## src/rtl/arb8way16.sv

```systemverilog
// Round-robin arbiter for eight 16-bit requesters feeding one registered valid/ready output stage.
// Optional grant locking is compiled in with `define ARB_LOCK_EN.
//
// state | meaning
// EMPTY | output register holds no word (out_valid=0)
// FULL  | output register holds a word awaiting the consumer (out_valid=1)
module arb8way16 #(
  parameter logic [2:0] RESET_PTR = 3'd7
) (
  input  logic         clk,
  input  logic         reset,
  input  logic [7:0]   req,
  input  logic [127:0] din,
  input  logic [7:0]   lock,
  output logic [7:0]   ack,
  output logic         out_valid,
  input  logic         out_ready,
  output logic [15:0]  out_data,
  output logic [2:0]   out_sel
);

  typedef enum logic {EMPTY = 1'b0, FULL = 1'b1} state_t;

  state_t     state;
  logic [2:0] ptr;
  logic [2:0] win;
  logic [2:0] idx;
  logic       found;
  logic       load;
  logic       lock_hold;

  assign load = (state == EMPTY) | (out_valid & out_ready);

`ifdef ARB_LOCK_EN
  assign lock_hold = lock[ptr] & req[ptr];
`else
  // lock has no effect in this build
  assign lock_hold = 1'b0 & lock[ptr];
`endif

  // ptr itself is scanned last so a lone requester keeps winning
  always_comb begin
    win   = ptr;
    idx   = ptr;
    found = 1'b0;
    for (int k = 1; k <= 8; k++) begin
      idx = ptr + 3'(k);
      if (!found && req[idx]) begin
        win   = idx;
        found = 1'b1;
      end
    end
    if (lock_hold) win = ptr;
  end

  always_ff @(posedge clk) begin
    if (reset) begin
      state     <= EMPTY;
      out_valid <= 1'b0;
      out_data  <= 16'h0000;
      out_sel   <= 3'd0;
      ack       <= 8'h00;
      ptr       <= RESET_PTR;
    end else begin
      ack <= 8'h00;
      if (load) begin
        if (req != 8'h00) begin
          state     <= FULL;
          out_valid <= 1'b1;
          out_data  <= din[{win, 4'b0000} +: 16];
          out_sel   <= win;
          ptr       <= win;
          ack       <= 8'h01 << win;
        end else begin
          state     <= EMPTY;
          out_valid <= 1'b0;
        end
      end
    end
  end

endmodule
```

## config.mk

```make
export PLATFORM = sky130hd
export DESIGN_NAME = arb8way16
export DESIGN_NICKNAME = d
export VERILOG_FILES = /design/src/rtl/arb8way16.sv
export SDC_FILE = /design/constraint.sdc
export NUM_CORES = 1
export LEC_CHECK = 0
export ABC_AREA = 0
export CAP_MARGIN = 20
export CORE_MARGIN = 2
export CORE_UTILIZATION = 41
export CTS_CLUSTER_SIZE = 25
export DETAILED_ROUTE_END_ITERATION = 16
export PLACE_DENSITY_LB_ADDON = 0.05
export SYNTH_ARGS = -nofsm -noshare
export SYNTH_HDL_FRONTEND = slang
export SYNTH_SLANG_ARGS = --single-unit
```

## constraint.sdc

```tcl
create_clock -name clk -period 6.14 [get_ports clk]
set_input_delay 0.614 -clock clk [delete_from_list [all_inputs] [get_ports clk]]
set_output_delay 0.614 -clock clk [all_outputs]
set_load 0.02 [all_outputs]
```

# == After elaboration in Yosys (flattened, before gate mapping) ==
# Index checks and enable logic that the tools add are counted.
# classes
n_lt_le_gt_ge,8
mux,32
reduce_logical,17
shifts,2
bitwise,5
addsub,7
# ops
op,count
indexed part select 128 x 8 -> 16 bit,1
< comparator 3 x 4 -> 1 bit (second input constant),8
binary-select mux 1 bit (select 3 bit),8
2-to-1 mux 3 bit,8
2-to-1 mux 1 bit,16
adder 3 bit (second input constant),4
nonzero test 8 bit,1
<< shifter 1 x 3 -> 8 bit (first input constant),1
logical AND 1 bit,7
zero test 1 bit,7
adder 3 x 2 -> 3 bit (second input constant),2
adder 3 x 1 -> 3 bit (second input constant),1
inverter 1 bit,3
OR reduction 3 bit,1
AND reduction 2 bit,1
AND 1 bit,1
bitwise OR 1 bit,1
# word_totals
regBits,31
word_cells,76

# == Depth between registers and ports, before layout ==
# depth
depth_word,26
depth_mapped,14

# == Least setup slack after synthesis ==
# No wires, ideal clock.
# synth_timing
kind,register to register
startpoint,register ptr[0]
endpoint,register out_data[0]
path_slack_ps,2268
stages_incl_launch_ff,14
path_buffers,3
arrival_time_ps,3735
synth_period_minus_slack_ps,3872
path_cell_list,dfxtp_1 > buf_4 > inv_1 > ha_1 > buf_6 > mux2i_1 > mux4_1 > a22o_1 > a311oi_4 > xnor2_4 > buf_6 > mux4_2 > mux2i_1 > a211oi_1
# synth_via
elab_chain_len,26
# synth_lines
element,line,source
start: declaration,25,logic [2:0] ptr;
start signal: assignment,72,ptr <= win;
adder 3 x 1 -> 3 bit,47,idx = ptr + 3'(k);
binary-select mux 1 bit (select 3 bit),48,if (!found && req[idx]) begin
2-to-1 mux 1 bit (implied by the code),48,
2-to-1 mux 1 bit,48,
zero test 1 bit,48,
logical AND 1 bit,48,
2-to-1 mux 1 bit,48,
zero test 1 bit,48,
[... 10 more ...],--,
2-to-1 mux 1 bit,48,
zero test 1 bit,48,
logical AND 1 bit,48,
2-to-1 mux 1 bit,48,
zero test 1 bit,48,
logical AND 1 bit,48,
2-to-1 mux 3 bit *,48,
indexed part select 128 x 8 -> 16 bit *,70,"out_data <= din[{win, 4'b0000} +: 16];"
end signal: assignment,70,
end: declaration,18,"output logic [15:0] out_data,"
# Mark *: on every way between the ends. The rest lies on a longest branch, timed or not. The select of a mux whose other input is x is not followed.
# A chain may end at the register's enable or synchronous reset.

# == Final worst setup path ==
# layout_timing
startpoint,register ptr[0]
endpoint,register out_data[4]
# The elaborated chain is that of the path after synthesis.

==> metrics.md <==
| Metric | Value |
|---|---|
| CTS sink count | `31` |
| Crit path from | `ptr[0]$_SDFFE_PP1P_` |
| Fraction of layout cells with a size suffix above 1 | `13.6%` |
| Worst min-delay path startpoint | `out_sel[1]$_SDFFE_PP0P_` |
| FFs w/ async S/R, synth | `0%` |
| GP Congestion | `0.911` |
| Power per cell area | `681 mW/mm²` |
| Post-CTS setup buffers | `0` |
| RSZ-0062 raised after global routing | `no` |
| Crit. End Element | `flop` |
| P&R area growth vs syn | `62.8%` |
| Post-Synth XOR/XNOR Area | `1.90%` |
| Final Hold Fails | `0` |
| Cts repair resizes | `0` |
| Post-route setup TNS | `0 ns` |
| Htree depth | `2` |
| Post-DP HPWL | `7.04 mm` |
| Seq/Total Area, Yosys | `22.0%` |
| First-pass GRT wire length | `13.1 mm` |
| Main combinational cell family by area after synthesis | `multiplexers` |
| Peak Freq | `196 MHz` |
| Drt pass-1 iters | `4` |
| TritonCTS Buffers | `5` |
| Crit Path Category | `flop to flop` |
| Post-route DRC | `0` |
| I/O pin cnt | `175` |
| Multi-input combinational cell area | `0.00209 mm²` |
| Critical path, cell by cell | `inv_1, ha_1, mux4_2, mux2i_1, o21ai_0, a311oi_4, xnor2_4, buf_4, mux4_1, nor3_1, nor4_1` |
| CP max-delay cell | `xnor2_4` |
| Post-Syn Instances | `249` |
| WL/cell | `18.3 µm` |
| Final #Nets | `553` |
| Antenna Cells | `0` |
| CTS tree | `yes` |
| Min-delay worst type | `flop to flop` |
| Routed via count | `2804` |
| Post-Route WL | `8.88 mm` |
| Worst reg2reg path startpoint | `ptr[0]$_SDFFE_PP1P_` |
| Crit share post-route | `82.9%` |
| Endpoints failing setup | `0` |
| CP max FO | `21` |
| Clock root buffer | `clkbuf_8` |
| Port Buf Inserts | `166` |
| Post-Synth Simple-Gate Area | `11.2%` |
| Vias in the first global route | `2667` |
| GRT Total Usage | `22.3%` |
| CP peak stage delay | `0.78 ns` |
| Pin count of the biggest net entering global routing | `41` |
| DIE AREA | `0.00757 mm²` |
| Post-synthesis register bit count | `31` |
| Slew headroom | `34.4%` |
| YS warnings | `0` |
| Die height | `87.0 µm` |
| Fin util | `68.5%` |
| Post-Synthesis Cell Area | `0.00283 mm²` |
| Skew-Pair Late Insertion Delay | `0.28 ns` |
| P_leak | `1.74 nW` |
| Worst Skew | `0.00483 ns` |
| Hold bufs inserted after CTS | `0` |
| Req. time, crit path | `6.26 ns` |
| Syn Nets | `398` |
| Antenna-violating nets left | `0` |
| Initial antenna violation count | `0` |
| Die X | `87.0 µm` |
| Detailed Route Iter0 Violations | `170` |
| Mean Syn Cell Area | `11.3 µm²` |
| Fillers | `515` |
| Post-synthesis mux area share | `45.2%` |
| Post-synth EDFFs | `0` |
| Worst-path clk slew | `0.06 ns` |
| Compound-Gate Fraction of Synth Area | `13.6%` |
| Top cell family by delay on the critical path | `multiplexers` |
| Remaining global-route overflow | `0` |
| Status | `finished clean` |
| Min Clock Period, post-route | `5.09 ns` |
| Vias per cell | `5.78` |
| Core Box Area | `0.00672 mm²` |
| Initial Utilization | `42.0%` |
| Max-slew violation count | `0` |
| Worst slew pin tran | `0.985 ns` |
| Startpoint class of the critical path | `flop` |
| Worst vdd ir | `0.329 mV` |
| Sequential Area | `621 µm²` |
| Critical Path AT | `5.21 ns` |
| Main synth FF type | `dfxtp_1` |
| Bufs on Longest Clock Path | `2` |
| Buf/Inv on CP | `2` |
| # rows | `30` |
| Maxcap violations | `0` |
| Adder-cell share of the synthesized area | `0.886%` |
| Unique cell type count in the Yosys netlist | `49` |
-- cell type report --
type                       count  share of cell area [%]
multi-input combinational    190                    45.4
timing repair buffer         169                    36.6
clock buffer                   7                    1.66
inverter                       7                   0.571
sequential                    31                    13.5
clock inverter                 1                   0.109
tap                           80                    2.18
-- worst paths after layout --
kind         cells after the start  slack [ns]                       end
max                             11        1.05  out_data[4]$_SDFFE_PP0P_
min                              2        0.48   out_sel[1]$_SDFFE_PP0P_
max reg2reg                     11        1.05  out_data[4]$_SDFFE_PP0P_
min reg2reg                      2        0.48   out_sel[1]$_SDFFE_PP0P_
-- cell families (layout without fill, tap and decap cells) --
logic type               after synthesis  after routing
AND/OR/NAND/NOR                       66             66
multiplexers                          69             69
buffers and inverters                 28            184
XOR/XNOR                               4              4
adder cells (fa/ha/maj)                2              2
flip-flops                            31             31
AO/OA/AOI/OAI                         49             49
-- worst min-delay path, delay by kind of cell (launching register included) --
kind,cells,cell delay [ns]
DFF,1,0.32
and+or+nand+nor,1,0.06
AOI/OAI and AO/OA,1,0.05
-- report_power, final --
group	switching, mW	internal (mW)	leakage, nW
Clock	0.0738	0.0794	0.0422
Combinational	1.24	1.39	1.44
Sequential	0.0661	0.286	0.257
-- stage by stage --
stage / setup slack [ns] / hold WS (ns) / std cells / power, mW / instance area, µm²
2_1_floorplan: 2.27 / 0.535 / 249 / 2.46 / 2830
6_report: 1.05 / 0.476 / 485 / 3.13 / 4600
3_3_place_gp: 1.08 / 0.447 / 477 / 2.96 / 4520
3_5_place_dp: 0.983 / 0.466 / 477 / 3.00 / 4520
4_1_cts: 0.987 / 0.474 / 485 / 3.16 / 4600
5_1_grt: 0.570 / 0.494 / 485 / 3.36 / 4600
-- state kept, by name (all words and copies together) (netlist names) --
| register | count |
|---|---|
| state | 1 |
| out_data | 16 |
| ack | 8 |
| ptr | 3 |
| out_sel | 3 |
-- cell usage in the layout, fill, tap and decap left out, drive strengths merged, types with 3 or more instances in the layout --
master,Yosys,final
dfxtp,31,31
a211oi,16,16
and3,3,3
o21ai,4,4
buf,11,3
a21oi,8,8
mux2i,23,23
xor2,3,3
nor3,6,6
nand2,10,10
a32oi,3,3
nor3b,3,3
mux4,44,44
clkbuf,10,7
inv,7,7
clkdlybuf4s50,0,166
nor2,31,31
-- routing by layer --
layer / part of all wire [%] / wire length, µm / track usage, % / vias to the layer above
li1: - / - / - / 1325
met1: 38 / 3410 / 26.6 / 1323
met2: 51 / 4560 / 38.4 / 139
met3: 8.0 / 714 / 6.73 / 17
met4: 2.1 / 189 / 6.82 / 0
met5: 0 / 0 / 0 / -
-- Yosys cell counts, types with 2 or more instances --
cell type	number	area, µm²
a211oi_1	16	120
a21oi_1	8	40.0
a221oi_1	2	17.5
a22o_1	2	17.5
a311o_1	2	20.0
a32oi_1	3	26.3
and2_1	2	12.5
and3_1	3	18.8
buf_2	4	20.0
buf_4	2	15.0
buf_6	4	45.0
clkbuf_1	10	37.5
dfxtp_1	31	621
ha_1	2	25.0
inv_1	7	26.3
mux2_2	2	22.5
mux2i_1	23	230
mux4_1	9	236
mux4_2	35	788
nand2_1	10	37.5
nand3_1	2	10.0
nor2_1	31	116
nor2b_1	2	12.5
nor3_1	6	30.0
nor3b_1	2	15.0
o21ai_0	3	15.0
or4_1	2	15.0
xor2_1	3	26.3
(Power assumes the default switching activity.)
